## config.mk

```make
export PLATFORM = sky130hd
export DESIGN_NAME = fmm_rsp_fifo
export DESIGN_NICKNAME = d
export VERILOG_FILES = /design/src/rtl/fmm_rsp_fifo.sv
export SDC_FILE = /design/constraint.sdc
export NUM_CORES = 1
export LEC_CHECK = 0
export ABC_AREA = 1
export ABC_CLOCK_PERIOD_IN_PS = 3300
export BUFFER_PORTS_ARGS = -buffer_cell sky130_fd_sc_hd__clkbuf_2
export CAP_MARGIN = 25
export CORE_AREA = 2 2 78 80
export DETAILED_ROUTE_END_ITERATION = 8
export DIE_AREA = 0 0 80 82
export SKIP_LAST_GASP = 1
export SYNTH_ARGS = -nofsm -noshare
export SYNTH_HDL_FRONTEND = slang
export SYNTH_SLANG_ARGS = --single-unit
export TNS_END_PERCENT = 20
```

## constraint.sdc

```tcl
create_clock -name clk -period 3.3 [get_ports clk]
set_input_delay 0.33 -clock clk [delete_from_list [all_inputs] [get_ports clk]]
set_output_delay 0.33 -clock clk [all_outputs]
set_load 0.005 [all_outputs]
```

## src/rtl/fmm_rsp_fifo.sv

```systemverilog
// In-order response FIFO with synchronous flush, occupancy count and full/empty flags.
module fmm_rsp_fifo #(
    parameter int unsigned DEPTH = 4,
    parameter int unsigned WIDTH = 8
) (
    input  logic                       clk,
    input  logic                       rst_n,
    input  logic                       flush,
    input  logic                       push,
    input  logic [WIDTH-1:0]           push_data,
    input  logic                       pop,
    output logic [WIDTH-1:0]           pop_data,
    output logic [$clog2(DEPTH+1)-1:0] count,
    output logic                       full,
    output logic                       empty
);
    localparam int PTR_W = (DEPTH > 1) ? $clog2(DEPTH) : 1;
    localparam int CNT_W = $clog2(DEPTH + 1);

    logic [WIDTH-1:0] mem_r [DEPTH];
    logic [PTR_W-1:0] rd_ptr_r;
    logic [PTR_W-1:0] wr_ptr_r;
    logic [CNT_W-1:0] count_r;
    logic             do_push_s;
    logic             do_pop_s;

    function automatic logic [PTR_W-1:0] next_ptr(input logic [PTR_W-1:0] p);
        return (p == PTR_W'(DEPTH - 1)) ? '0 : (p + PTR_W'(1));
    endfunction

    assign full      = (count_r == CNT_W'(DEPTH));
    assign empty     = (count_r == '0);
    assign count     = count_r;
    assign pop_data  = mem_r[rd_ptr_r];
    assign do_push_s = push && !full;
    assign do_pop_s  = pop && !empty;

    // Pointers and occupancy
    always_ff @(posedge clk or negedge rst_n) begin
        if (!rst_n) begin
            rd_ptr_r <= '0;
            wr_ptr_r <= '0;
            count_r  <= '0;
        end else if (flush) begin
            rd_ptr_r <= '0;
            wr_ptr_r <= '0;
            count_r  <= '0;
        end else begin
            if (do_push_s) wr_ptr_r <= next_ptr(wr_ptr_r);
            if (do_pop_s)  rd_ptr_r <= next_ptr(rd_ptr_r);
            case ({do_push_s, do_pop_s})
                2'b10:   count_r <= count_r + CNT_W'(1);
                2'b01:   count_r <= count_r - CNT_W'(1);
                default: count_r <= count_r;
            endcase
        end
    end

    // Entry storage
    always_ff @(posedge clk or negedge rst_n) begin
        if (!rst_n) begin
            for (int i = 0; i < int'(DEPTH); i++) mem_r[i] <= '0;
        end else if (do_push_s && !flush) begin
            mem_r[wr_ptr_r] <= push_data;
        end
    end
endmodule

```

==> run_results.csv <==
group,metric,value,unit
status,run_status,"finished, final reports clean",
logic_synthesis,syn_avg_cell_area,8.90,um^2
logic_synthesis,synthesis.nets,237,
final_layout,utilization,38.8,%
critical_path,worstPathArrival,1.98,ns
drt,drc,0,
floorplan,placementRows,28,
floorplan,fp.dieW,80,um
drt,drtAntennaViolNets,0,
logic_synthesis,synthMuxAreaShare,0,%
grt,gr-total-overflow,0,
sta,slew_headroom,56.9,%
sta,slew_viol_final,0,
grt,grt_max_degree,40,
sta,final_hold_viol_count,0,
grt,grt_first_pass_wirelength,6820,um
drt,highest_layer,"met4",
floorplan,die-area,0.00656,mm^2
clocking,cts_resized,0,
logic_synthesis,synth_top_cell_area_share,50.3,%
logic_synthesis,netlist_top_cells_count,"nand2_1 (50), dfrtp_1 (39), o21ai_1 (24)",
critical_path,cp_slowest_cell,"dfrtp_1",
floorplan,core-area,0.00575,mm^2
logic_synthesis,synth_cell_types,23,
sta,final-setup-viol-count,0,
logic_synthesis,synth_warnings,0,
clocking,clock_latency,0.29,ns
logic_synthesis,synth_edf_count,0,
logic_synthesis,synthSimpleGateAreaFrac,19.2,%
drt,wl,3970,um
clocking,cts-root-buf,"clkbuf_8",
logic_synthesis,synth-seq-cells,39,
sta,worst_slack,0.985,ns
logic_synthesis,synth-seq-area-share,50.3,%
sta,fin_skew,0.00695,ns
clocking,postCtsHoldBufs,0,
placed_design,dp_slack,1.34,ns
logic_synthesis,syn_inst,218,
power,total_leakage_power,0.00116,uW
grt,antenna_found_initial,0,
min_path,hold_class,"input port to flip-flop",
power,ir_drop,0.000435,V
clocking,cts_tree,"yes",
logic_synthesis,synthXorXnorAreaFrac,0.452,%
drt,dr.pass1.iters,4,
clocking,cts_buffer_depth,2,
critical_path,critical_path_class,"flip-flop to output pin",
sta,finalCritPeriodShare,70.1,%
critical_path,required,2.97,ns
floorplan,start_util,33.8,%
logic_synthesis,synthAdderAreaFrac,4.26,%
final_layout,synthToLayoutAreaGrowth,14.8,%
clocking,cts_setup_buffers,0,
logic_synthesis,netlist_area,0.00194,mm^2
grt,grt_pass1_vias,1435,
sta,fmax,0.432,GHz
final_layout,final_nets,264,
placed_design,portBuffers,25,
logic_synthesis,synthFlopType,"dfrtp_1",
sta,tightest_slew,0.646,ns
clocking,clk_pin_slew,0.08,ns
floorplan,io_pins,26,
clocking,htree_levels,2,
critical_path,max_stage_delay,0.76,ns
drt,wl_per_cell,12.4,um
sta,hold_slack,0.336,ns
sta,rsz0062_at_grt,"false",
grt,grt_usage,13.5,%
logic_synthesis,yosysTopAreaCell,"dfrtp_1",
drt,via_per_inst,4.70,
placed_design,gp_congestion,0.753,
critical_path,start_kind,"flip-flop",
drt,vias,1504,
power,powerDensity,828,mW/mm^2
drt,drt-met1-wl,2030,um
final_layout,antenna_cells,0,
logic_synthesis,yosys-top-cells-area,"dfrtp_1 (50%), nand2_1 (9.7%), o21ai_1 (6.2%)",
floorplan,die_y,82,um
logic_synthesis,synthArstFlopShare,100,%
drt,wl_met3,160,um
critical_path,setup.worst_path.end_class,"output pin",
critical_path,critPathMaxFanout,19,
clocking,numCtsBuffers,5,
placed_design,hpwlAfterDp,2640,um
flow_run,maxCapViolCount,0,
final_layout,drive_above_1_share,20.8,%
drt,initialDrtViolationCount,61,
logic_synthesis,synth_top_family_by_area,"simple AND/OR/NAND/NOR gates",
sta,fin_crit,2.31,ns
logic_synthesis,synth-compound-area-share,17.8,%
logic_synthesis,synth.most_common_cell,"nand2_1",
drt,met2_wirelength,1720,um
sta,fin_setup_tns,0,ns
critical_path,path_cells,"inv_1 > o21ai_0 > o22ai_1 > clkbuf_2",
clocking,clock-sinks,39,
worst max-delay path, delay by kind of cell (launching register included):
kind	cells	cell delay, ns
buf+inv	2	0.56
compound gates	2	0.37
flops	1	0.76
through the flow:
step           power, uW  instance area (um^2)  std cells
2_1_floorplan       1250                  1940        218
3_3_place_gp        1450                  2090        311
3_5_place_dp        1470                  2090        311
4_1_cts             1860                  2200        318
5_1_grt             2020                  2230        320
6_report            1840                  2230        320
layout make-up:
| type | instances | area [um^2] |
|---|---|---|
| Fill cell | 615 | 3520 |
| Clock inverter | 2 | 37.5 |
| Timing Repair Buffer | 27 | 155 |
| Clock buffer | 5 | 68.8 |
| Sequential cell | 39 | 976 |
| Inverter | 22 | 87.6 |
| Tap cell | 75 | 93.8 |
| Multi-Input combinational cell | 150 | 808 |
layout by cell type (no fill, tap or decap), types with 5 or more instances in the layout:
cell type,synthesis,routed
clkbuf_2,0,25
clkbuf_8,0,5
dfrtp_1,39,39
ha_1,5,5
inv_1,20,20
nand2_1,50,50
nand2_4,5,5
nand3_1,5,5
nor2_1,18,18
o21ai_0,20,20
o21ai_1,24,24
o21ai_2,8,8
o22ai_1,8,8
state kept, by name, summed over array words and instances (netlist names):
signal	cells
wr_ptr_r	2
mem_r	32
count	3
rd_ptr_r	2
logic make-up (layout without fill, tap and decap cells):
kind of cell	Yosys count	after routing
AO/OA/AOI/OAI	61	61
AND/OR/NAND/NOR	82	82
adder cells (fa/ha/maj)	6	6
buffers and inverters	29	56
flip-flops	39	39
XOR/XNOR	1	1
per-layer routing:
metal  global-route usage (%)  vias up
li1                         -      763
met1                     18.7      698
met2                     20.5       35
met3                     3.08        8
met4                     5.08        0
met5                        0        -
worst paths after layout:
check | from | end | slack [ns] | cells after the start
setup / recovery | rd_ptr_r[0]$_DFFE_PN0P_ | pop_data[4] | 0.99 | 4
hold / removal | push_data[7] | mem_r[23]$_DFFE_PN0P_ | 0.34 | 3
setup reg to reg | count[0]$_DFFE_PN0P_ | count[2]$_DFFE_PN0P_ | 1.36 | 12
hold reg to reg | mem_r[23]$_DFFE_PN0P_ | mem_r[23]$_DFFE_PN0P_ | 0.48 | 2
max in group asynchronous | rst_n | wr_ptr_r[1]$_DFFE_PN0P_ | 2.39 | 3
min in group asynchronous | rst_n | mem_r[30]$_DFFE_PN0P_ | 0.45 | 2
power breakdown:
group          internal, uW  leakage (uW)  total (uW)  switching [uW]
registers               668      0.000503         816             148
clock network           221     0.0000502         387             166
logic                   283      0.000609         640             357
Power figures use the tool's default switching activity.
